--- config.mk ---
export PLATFORM = sky130hd
export DESIGN_NAME = mem_stage_flat
export DESIGN_NICKNAME = d
export VERILOG_FILES = /design/src/rtl/mem_stage_if.sv /design/src/rtl/mem_stage.sv /design/src/flat_wrapper.sv
export SDC_FILE = /design/constraint.sdc
export NUM_CORES = 1
export LEC_CHECK = 0
export ABC_CLOCK_PERIOD_IN_PS = 3900
export CORE_MARGIN = 4
export CORE_UTILIZATION = 39
export CTS_CLUSTER_DIAMETER = 60
export CTS_CLUSTER_SIZE = 8
export DETAILED_ROUTE_END_ITERATION = 8
export PLACE_DENSITY_LB_ADDON = 0.12
export REMOVE_ABC_BUFFERS = 1
export SYNTH_ARGS = -nofsm -noshare
export SYNTH_HDL_FRONTEND = slang
export SYNTH_SLANG_ARGS = --single-unit
--- constraint.sdc ---
create_clock -name clk -period 3.9 [get_ports clk]
set_clock_uncertainty 0.2 [all_clocks]
set_input_delay 1.17 -clock clk [delete_from_list [all_inputs] [get_ports clk]]
set_output_delay 1.17 -clock clk [all_outputs]
set_load 0.01 [all_outputs]
--- src/rtl/mem_stage_if.sv ---
// Data-memory port bundle between the MEM stage and data memory.
//   req   : access request, held until ready
//   we    : 1 = store, 0 = load
//   addr  : word-aligned byte address
//   wdata : store data, replicated across byte lanes
//   be    : byte enables (4'b1111 for loads)
//   ready : access completes in the cycle it is high
//   rdata : read word, valid while ready = 1
// master = MEM stage side, slave = memory side.
interface mem_stage_if;
    logic        req;
    logic        we;
    logic [31:0] addr;
    logic [31:0] wdata;
    logic [3:0]  be;
    logic        ready;
    logic [31:0] rdata;

    modport master (output req, we, addr, wdata, be, input ready, rdata);
    modport slave  (input req, we, addr, wdata, be, output ready, rdata);
endinterface

--- src/rtl/mem_stage.sv ---
// MEM pipeline stage: consumes the EX/MEM bundle, performs loads/stores on a
// ready-handshaked data-memory port, formats load data, and registers MEM/WB.
// Stalls upstream while an access is outstanding; an FSM times out an access
// that never completes and raises a one-cycle registered fault.
// Ports:
//   clk, reset (active-low, synchronous)
//   ex_mem_*   : EX/MEM bundle in (pc, alu_result, rs2_data, rd_addr, funct3,
//                control_signals, valid)
//   dmem       : data-memory port (mem_stage_if.master)
//   mem_stall  : hold EX/MEM and earlier stages
//   mem_fault / mem_fault_cause : one-cycle fault pulse, 0 = misaligned, 1 = timeout
//   mem_wb_*   : MEM/WB register out
module mem_stage #(
    parameter int unsigned CTRL_W         = 16,
    parameter int unsigned CTRL_MEM_READ  = 0,
    parameter int unsigned CTRL_MEM_WRITE = 1,
    parameter int unsigned DMEM_TIMEOUT   = 255
) (
    input  logic              clk,
    input  logic              reset,
    input  logic [31:0]       ex_mem_pc,
    input  logic [31:0]       ex_mem_alu_result,
    input  logic [31:0]       ex_mem_rs2_data,
    input  logic [4:0]        ex_mem_rd_addr,
    input  logic [2:0]        ex_mem_funct3,
    input  logic [CTRL_W-1:0] ex_mem_control_signals,
    input  logic              ex_mem_valid,
    mem_stage_if.master       dmem,
    output logic              mem_stall,
    output logic              mem_fault,
    output logic              mem_fault_cause,
    output logic [31:0]       mem_wb_pc,
    output logic [31:0]       mem_wb_alu_result,
    output logic [31:0]       mem_wb_mem_data,
    output logic [4:0]        mem_wb_rd_addr,
    output logic [CTRL_W-1:0] mem_wb_control_signals,
    output logic              mem_wb_valid
);
    localparam logic [1:0] IDLE  = 2'd0;
    localparam logic [1:0] WAIT  = 2'd1;
    localparam logic [1:0] FAULT = 2'd2;
    localparam logic [7:0] TIMEOUT_CNT = 8'(DMEM_TIMEOUT);

    logic [1:0]        state_q, state_d;
    logic [7:0]        wait_cnt_q, wait_cnt_d;
    logic              fault_q, cause_q;
    logic [31:0]       wb_pc_q, wb_alu_q, wb_data_q;
    logic [4:0]        wb_rd_q;
    logic [CTRL_W-1:0] wb_ctrl_q;
    logic              wb_valid_q;

    logic        is_store, access, size_ok, addr_ok, misaligned, req, stall;
    logic        fault_evt, timeout_evt, wb_kill;
    logic [1:0]  off;
    logic [15:0] lane;
    logic [31:0] load_data;

    assign off = ex_mem_alu_result[1:0];

    // Access decode and alignment check
    always_comb begin
        is_store = ex_mem_control_signals[CTRL_MEM_WRITE];
        access   = ex_mem_valid & (ex_mem_control_signals[CTRL_MEM_READ] | is_store);
        case (ex_mem_funct3[1:0])
            2'b00:   addr_ok = 1'b1;
            2'b01:   addr_ok = ~off[0];
            2'b10:   addr_ok = (off == 2'b00);
            default: addr_ok = 1'b0;
        endcase
        // Unsigned variants (funct3[2]) exist only for byte/half loads
        size_ok    = ~ex_mem_funct3[2] | (~is_store & ~ex_mem_funct3[1]);
        misaligned = access & ~(size_ok & addr_ok);
        req        = reset & access & ~misaligned & (state_q != FAULT);
        stall      = req & ~dmem.ready;
    end

    // Memory port drive
    always_comb begin
        dmem.req  = req;
        dmem.we   = is_store;
        dmem.addr = {ex_mem_alu_result[31:2], 2'b00};
        case (ex_mem_funct3[1:0])
            2'b00: begin
                dmem.wdata = {4{ex_mem_rs2_data[7:0]}};
                dmem.be    = 4'b0001 << off;
            end
            2'b01: begin
                dmem.wdata = {2{ex_mem_rs2_data[15:0]}};
                dmem.be    = 4'b0011 << off;
            end
            default: begin
                dmem.wdata = ex_mem_rs2_data;
                dmem.be    = 4'b1111;
            end
        endcase
        if (!is_store) dmem.be = 4'b1111;
    end

    // Load formatting: shift the addressed lane down, then extend
    always_comb begin
        lane = 16'(dmem.rdata >> {off, 3'b000});
        case (ex_mem_funct3)
            3'b000:  load_data = {{24{lane[7]}}, lane[7:0]};
            3'b001:  load_data = {{16{lane[15]}}, lane[15:0]};
            3'b010:  load_data = dmem.rdata;
            3'b100:  load_data = {24'd0, lane[7:0]};
            3'b101:  load_data = {16'd0, lane[15:0]};
            default: load_data = 32'd0;
        endcase
        if (!access || is_store || misaligned) load_data = 32'd0;
    end

    // Access FSM
    always_comb begin
        state_d     = state_q;
        wait_cnt_d  = wait_cnt_q;
        fault_evt   = 1'b0;
        timeout_evt = 1'b0;
        case (state_q)
            IDLE: begin
                fault_evt = misaligned;
                if (req && !dmem.ready) begin
                    state_d    = WAIT;
                    wait_cnt_d = 8'd1;
                end
            end
            WAIT: begin
                // req drops only if upstream broke the hold contract; abandon then
                if (!req || dmem.ready) begin
                    state_d    = IDLE;
                    wait_cnt_d = 8'd0;
                end else if (wait_cnt_q == TIMEOUT_CNT) begin
                    state_d     = FAULT;
                    wait_cnt_d  = 8'd0;
                    timeout_evt = 1'b1;
                end else begin
                    wait_cnt_d = wait_cnt_q + 8'd1;
                end
            end
            FAULT:   state_d = IDLE;
            default: state_d = IDLE;
        endcase
        wb_kill = misaligned | (state_q == FAULT);
    end

    always_ff @(posedge clk) begin
        if (!reset) begin
            state_q    <= IDLE;
            wait_cnt_q <= 8'd0;
            fault_q    <= 1'b0;
            cause_q    <= 1'b0;
            wb_pc_q    <= 32'd0;
            wb_alu_q   <= 32'd0;
            wb_data_q  <= 32'd0;
            wb_rd_q    <= 5'd0;
            wb_ctrl_q  <= '0;
            wb_valid_q <= 1'b0;
        end else begin
            state_q    <= state_d;
            wait_cnt_q <= wait_cnt_d;
            fault_q    <= fault_evt | timeout_evt;
            cause_q    <= timeout_evt;
            if (stall) begin
                wb_valid_q <= 1'b0;
                wb_ctrl_q  <= '0;
            end else begin
                wb_pc_q    <= ex_mem_pc;
                wb_alu_q   <= ex_mem_alu_result;
                wb_data_q  <= load_data;
                wb_rd_q    <= ex_mem_rd_addr;
                wb_valid_q <= ex_mem_valid & ~wb_kill;
                wb_ctrl_q  <= wb_kill ? '0 : ex_mem_control_signals;
            end
        end
    end

    assign mem_stall              = stall;
    assign mem_fault              = fault_q;
    assign mem_fault_cause        = cause_q;
    assign mem_wb_pc              = wb_pc_q;
    assign mem_wb_alu_result      = wb_alu_q;
    assign mem_wb_mem_data        = wb_data_q;
    assign mem_wb_rd_addr         = wb_rd_q;
    assign mem_wb_control_signals = wb_ctrl_q;
    assign mem_wb_valid           = wb_valid_q;
endmodule

--- src/flat_wrapper.sv ---
// flat-port wrapper written by rule: the top's interface ports become plain ports
module mem_stage_flat 
#(
    parameter int unsigned CTRL_W         = 16,
    parameter int unsigned CTRL_MEM_READ  = 0,
    parameter int unsigned CTRL_MEM_WRITE = 1,
    parameter int unsigned DMEM_TIMEOUT   = 255
)
  (clk, reset, ex_mem_pc, ex_mem_alu_result, ex_mem_rs2_data, ex_mem_rd_addr, ex_mem_funct3, ex_mem_control_signals, ex_mem_valid, mem_stall, mem_fault, mem_fault_cause, mem_wb_pc, mem_wb_alu_result, mem_wb_mem_data, mem_wb_rd_addr, mem_wb_control_signals, mem_wb_valid, dmem_req, dmem_we, dmem_addr, dmem_wdata, dmem_be, dmem_ready, dmem_rdata);
  mem_stage_if dmem_i ();
  input  logic clk;
  input  logic reset;
  input  logic [31:0] ex_mem_pc;
  input  logic [31:0] ex_mem_alu_result;
  input  logic [31:0] ex_mem_rs2_data;
  input  logic [4:0] ex_mem_rd_addr;
  input  logic [2:0] ex_mem_funct3;
  input  logic [CTRL_W-1:0] ex_mem_control_signals;
  input  logic ex_mem_valid;
  output logic mem_stall;
  output logic mem_fault;
  output logic mem_fault_cause;
  output logic [31:0] mem_wb_pc;
  output logic [31:0] mem_wb_alu_result;
  output logic [31:0] mem_wb_mem_data;
  output logic [4:0] mem_wb_rd_addr;
  output logic [CTRL_W-1:0] mem_wb_control_signals;
  output logic mem_wb_valid;
  output wire logic [$bits(dmem_i.req)-1:0] dmem_req;
  output wire logic [$bits(dmem_i.we)-1:0] dmem_we;
  output wire logic [$bits(dmem_i.addr)-1:0] dmem_addr;
  output wire logic [$bits(dmem_i.wdata)-1:0] dmem_wdata;
  output wire logic [$bits(dmem_i.be)-1:0] dmem_be;
  input wire logic [$bits(dmem_i.ready)-1:0] dmem_ready;
  input wire logic [$bits(dmem_i.rdata)-1:0] dmem_rdata;
  assign dmem_req = dmem_i.req;
  assign dmem_we = dmem_i.we;
  assign dmem_addr = dmem_i.addr;
  assign dmem_wdata = dmem_i.wdata;
  assign dmem_be = dmem_i.be;
  assign dmem_i.ready = dmem_ready;
  assign dmem_i.rdata = dmem_rdata;
  mem_stage #(.CTRL_W(CTRL_W), .CTRL_MEM_READ(CTRL_MEM_READ), .CTRL_MEM_WRITE(CTRL_MEM_WRITE), .DMEM_TIMEOUT(DMEM_TIMEOUT)) u_core (.clk(clk), .reset(reset), .ex_mem_pc(ex_mem_pc), .ex_mem_alu_result(ex_mem_alu_result), .ex_mem_rs2_data(ex_mem_rs2_data), .ex_mem_rd_addr(ex_mem_rd_addr), .ex_mem_funct3(ex_mem_funct3), .ex_mem_control_signals(ex_mem_control_signals), .ex_mem_valid(ex_mem_valid), .dmem(dmem_i), .mem_stall(mem_stall), .mem_fault(mem_fault), .mem_fault_cause(mem_fault_cause), .mem_wb_pc(mem_wb_pc), .mem_wb_alu_result(mem_wb_alu_result), .mem_wb_mem_data(mem_wb_mem_data), .mem_wb_rd_addr(mem_wb_rd_addr), .mem_wb_control_signals(mem_wb_control_signals), .mem_wb_valid(mem_wb_valid));
endmodule
Yosys cells after proc, flatten, opt, wreduce, memory -nomap -nowiden --
Cells that the tools add are included.
Word-level totals: latch bits 0, RAM bits 0, logic and storage cells 82, memories 0, output and inout port bits 191, register bits 130, bits of input ports 156, bits in read-only memories 0
Operators by class: reduce and logical (&&, ||, !) cells 16, eq/ne operators 12, multiplexer cells 18, $mul 0, bitwise gates (word level) 22, shifts and indexed selects 3, add/subtract/negate cells 1, $lt $le $gt $ge 0, divide/modulo/power cells 0
Operators by type and width (count):
- 32-bit one-hot mux with 5 select lines | 1
- 32-bit one-hot mux with 2 select lines | 1
- 32-bit two-way mux | 1
- 32-bit by 5-bit right shift with 16-bit output | 1
- 8-bit two-way mux | 3
- 8-bit one-hot mux with 2 select lines | 1
- 1-bit bitwise AND | 9
- 1-bit NOT | 9
- 8-bit by 1-bit adder with 8-bit output, second input constant | 1
- 8-bit == test, second input constant | 1
- 4-bit one-hot mux with 2 select lines | 1
- 3-bit == test, second input constant | 2
- 2-bit logical NOT | 3
- 2-bit two-way mux | 3
- 2-bit by 1-bit == test with 1-bit output, second input constant | 2
- 2-bit == test, second input constant | 2
- 1-bit two-way mux | 4
- 4-bit two-way mux | 1
- 1-bit bitwise OR | 4
- 2-bit one-hot mux with 2 select lines | 1
- 2-bit AND reduction | 2
- 1-bit by 2-bit << shifter with 4-bit output, first input constant | 1
- 2-bit by 2-bit << shifter with 4-bit output, first input constant | 1
- 3-bit by 1-bit == test with 1-bit output, second input constant | 1
- other kinds (12) | 16

Logic depth before layout (Yosys ltp) --
depth in word-level cells 14, mapped depth 7, mapped depth without buffers 5

Worst setup path before layout --
Ideal clock, no wire load.
kind input -> output, start point input port ex_mem_alu_result[1], end point output port dmem_req, arrival 2.314 ns, buffers on the path 2, setup slack 0.216 ns, data required time 2.530 ns, stages 5, cell sequence buf_2 -> nor4_2 -> o21ai_1 -> clkbuf_1 -> nor2_1
On the way: longest elaborated chain between the ends 8
RTL lines:
- start: declaration | line flat_wrapper.sv:14 | input logic [31:0] ex_mem_alu_result;
- 2-bit logical NOT | line mem_stage.sv:67 | 2'b10: addr_ok = (off == 2'b00);
- 1-bit one-hot mux with 3 select lines | line mem_stage.sv:64 | case (ex_mem_funct3[1:0])
- 1-bit bitwise AND | line mem_stage.sv:72 | misaligned = access & ~(size_ok & addr_ok);
- 1-bit NOT | line mem_stage.sv:72
- 1-bit bitwise AND | line mem_stage.sv:72
- 1-bit NOT | line mem_stage.sv:73 | req = reset & access & ~misaligned & (state_q != FAULT);
- 1-bit bitwise AND (2 in a row) | line mem_stage.sv:73
- end: declaration | line flat_wrapper.sv:29 | output wire logic [$bits(dmem_i.req)-1:0] dmem_req;
No other way between the ends.

Worst setup path in the final report --
start point input port ex_mem_alu_result[0], end point output port dmem_req
On the way: longest elaborated chain between the ends 8, elaborated cells between the ends (all ways) 9, those cells by class 1 x mux; 7 x bitwise; 1 x reduce/logical
RTL lines (line):
- 2-bit logical NOT or 1-bit NOT (tied branches) | mem_stage.sv:67, mem_stage.sv:66
- 1-bit one-hot mux with 3 select lines * | mem_stage.sv:64
- 1-bit bitwise AND * | mem_stage.sv:72
- 1-bit NOT * | mem_stage.sv:72
- 1-bit bitwise AND * | mem_stage.sv:72
- 1-bit NOT * | mem_stage.sv:73
- 1-bit bitwise AND * (2 in a row) | mem_stage.sv:73
Mark *: on every way between the ends. The rest lies on a longest branch, timed or not.

==> metrics.md <==
| Metric | Value |
|---|---|
| Critical Path Sink Type | `output pin` |
| Final Util | `65.4%` |
| Yosys reg bits | `130` |
| Synth Instances | `731` |
| # setup viols final | `0` |
| Worst path slowest cell | `a221oi_2` |
| CTS HTree Levels | `4` |
| Slowest stage delay, CP | `0.37 ns` |
| Die X | `135 µm` |
| CTS tree | `built` |
| # diodes | `0` |
| DRT antenna net count | `0` |
| CTS clk-pin slew, worst paths | `0.05 ns` |
| Post-synth cell types | `51` |
| Critical path arrival | `2.49 ns` |
| Worst-skew pair later-pin latency | `0.41 ns` |
| Die span in y | `135 µm` |
| Max-slew headroom | `27.0%` |
| Crit-path cells | `clkdlybuf4s15_2 -> a221oi_2 -> buf_4 -> buf_4 -> o21ai_4 -> nor2_1 -> dlygate4sd2_1` |
| Die area | `0.0182 mm²` |
| FMAX | `0.259 GHz` |
| Area growth syn-to-layout | `65.1%` |
| FF-to-FF path depth | `6` |
| CORE AREA | `0.0158 mm²` |
| # IOs | `347` |
| Multi-input gate area | `0.00308 mm²` |
| Register area share after synthesis | `41.5%` |
| Area after DPL | `0.00972 mm²` |
| Maximum fanout along the worst path | `4` |
| Rows | `46` |
| Total congestion overflow | `0` |
| Cell mode on critical path | `buf_4` |
| CTS Root Buffer Type | `clkbuf_16` |
| Layout Nets | `1,182` |
| Synth warn | `0` |
| Initial antenna violation count | `0` |
| Hold WC Path Type | `reg -> reg` |
| Outcome | `complete, no violations` |
| Number of global-route vias before repair | `6,393` |
| Final hold violations | `0` |
| Total CTS buffers | `17` |
| GP Congestion | `0.913` |
| Vias/cell | `5.22` |
| Total number of vias | `6,549` |
| Post-synthesis cell area | `0.00627 mm²` |
| Routed WL | `22.2 mm` |
| Min Tclk post-route | `3.86 ns` |
| Tcrit/Tclk final | `99.0%` |
| Synth Flop Type | `dfxtp_1` |
| CP Launch Type | `primary input` |
| Max VDD drop | `301 µV` |
| Crit path kind | `in -> out` |
| DR iter-0 viols | `349` |
| Ys async rst share | `0%` |
| Seq. cell area | `0.00260 mm²` |
| Static leakage | `3.80 nW` |
| DRC violation count after routing | `0` |
| Largest net degree at the start of global routing | `95` |
| Worst Hold Path Cells | `2` |
| Post-DP HPWL | `16.2 mm` |
| Setup TNS | `0 ns` |
| Pre-antenna DRT Iters | `5` |
| Worst path required time | `2.53 ns` |
| Design area | `0.0104 mm²` |
| Setup WS pre-CTS | `-0.523 ns` |
| Clk buf depth | `2` |
| Worst-Margin Slew | `1.08 ns` |
| Number of synthesized flops with an enable pin | `0` |
| Initial cell density of the core | `39.6%` |
| First-pass GRT wire length | `34.3 mm` |
| Max Cap Viol | `0` |
| Final worst slack | `0.0373 ns` |
| Aggregate global-route resource usage | `23.5%` |
| Unrepaired setup endpoints after global routing | `true` |
| Filler Cell Count | `1,381` |
| Avg WL per Cell | `17.7 µm` |
| Synthesized area per cell | `8.58 µm²` |
| Max Slew Vio Count | `0` |
| Cell area power density | `349 mW/mm²` |
| TritonCTS Sinks | `130` |
| Layout cells sized above 1 | `11.0%` |
| Number of I/O port buffers | `344` |
metrics by stage:
stage,cells,power [W],hold WS [ns]
floorplan,622,0.00166,0.286
global placement,1219,0.00215,0.249
detailed placement,1219,0.00215,0.254
CTS,1253,0.00366,0.262
global route,1254,0.00377,0.277
finish,1254,0.00361,0.260
cell families (layout without fill, tap and decap cells):
logic type               after synthesis  count (layout)  share of synthesized area, %
XOR/XNOR                               3               3                         0.419
other                                  1               2                        0.0598
AND/OR/NAND/NOR                      187             187                          15.4
AO/OA/AOI/OAI                        254             254                          25.8
buffers and inverters                118             424                          10.0
multiplexers                          37              37                          6.62
adder cells (fa/ha/maj)                1               1                         0.199
flip-flops                           130             130                          41.5
layout by cell type, fill, tap and decap left out, drive strengths merged, types with 8 or more instances in the layout:
master / synthesis / layout
clkdlybuf4s50: 0 / 318
dfxtp: 130 / 130
a21oi: 88 / 88
o21ai: 84 / 84
nand3: 82 / 82
buf: 60 / 40
nand2: 32 / 32
nor3: 21 / 21
clkbuf: 50 / 20
mux2i: 19 / 19
a22o: 17 / 17
and2: 17 / 17
mux2: 16 / 16
a311oi: 16 / 16
dlygate4sd2: 0 / 14
o211ai: 11 / 11
a211oi: 9 / 9
a221o: 9 / 9
nor2: 9 / 9
inv: 7 / 9
dlymetal6s2s: 0 / 8
clkinv: 1 / 8
sequential cells by signal, summed over array words and instances, names as in the netlist:
register                       count
u_core.mem_wb_rd_addr              5
u_core.mem_wb_pc                  32
u_core.mem_wb_control_signals     16
u_core.mem_wb_valid                1
u_core.wait_cnt_q                  8
u_core.mem_fault_cause             1
u_core.state_q                     2
u_core.mem_fault                   1
u_core.mem_wb_mem_data            32
u_core.mem_wb_alu_result          32
repair_timing:
item                       in CTS  in global routing
resized for setup              30                 12
setup endpoints to repair      30                 13
hold endpoints to repair        0                  0
hold buffers                    0                  0
setup buffers                   2                  1
pin swaps                       3                  1
power breakdown:
group	switching [W]	internal (W)	leakage (nW)
combinational	0.000313	0.000398	2.46
sequential	0.0000235	0.00138	1.07
clock	0.000585	0.000910	0.276
final cells by class:
cell class	instances	share of cell area (%)
timing repair buffer	384	36.7
multi-input combinational	484	29.8
sequential	130	25.1
clock buffer	20	4.41
tap	216	2.61
clock inverter	12	1.05
inverter	8	0.290
critical path: cells and delay by family:
family	cells	cell delay, ns
and+or+nand+nor	1	0.07
buffers and inverters	4	0.81
AOI/OAI and AO/OA	2	0.42
per-layer routing:
metal,global-route usage [%],up-vias,routed length [µm]
met3,9.20,33,2280
met5,0,-,0
li1,-,3228,-
met1,27.0,3031,8450
met4,8.37,0,542
met2,39.7,257,10900
worst paths after layout:
| path | from | end | slack [ns] |
|---|---|---|---|
| worst max-delay path | ex_mem_alu_result[0] | dmem_req | 0.04 |
| worst min-delay path | u_core.mem_wb_alu_result[17] | u_core.mem_wb_alu_result[17] | 0.26 |
| worst max register to register | u_core.state_q[0] | u_core.mem_wb_mem_data[30] | 1.52 |
| worst min register to register | u_core.mem_wb_alu_result[17] | u_core.mem_wb_alu_result[17] | 0.26 |
Yosys cell counts (all sizes together), types with 5 or more instances:
master    n  area share, %
dfxtp   130             42
a21oi    88            7.0
o21ai    84            6.7
nand3    82            6.5
buf      60            6.5
clkbuf   50            3.0
nand2    32            1.9
nor3     21            1.7
mux2i    19            3.0
a22o     17            2.4
and2     17            1.7
a311oi   16            3.2
mux2     16            2.9
o211ai   11            1.3
a211oi    9            1.1
a221o     9            1.4
nor2      9           0.54
a21boi    7           0.84
inv       7           0.42
nand2b    5           0.50
nor2b     5           0.50
o21a      5           0.60
No activity file was read; power rests on OpenSTA's default activity.
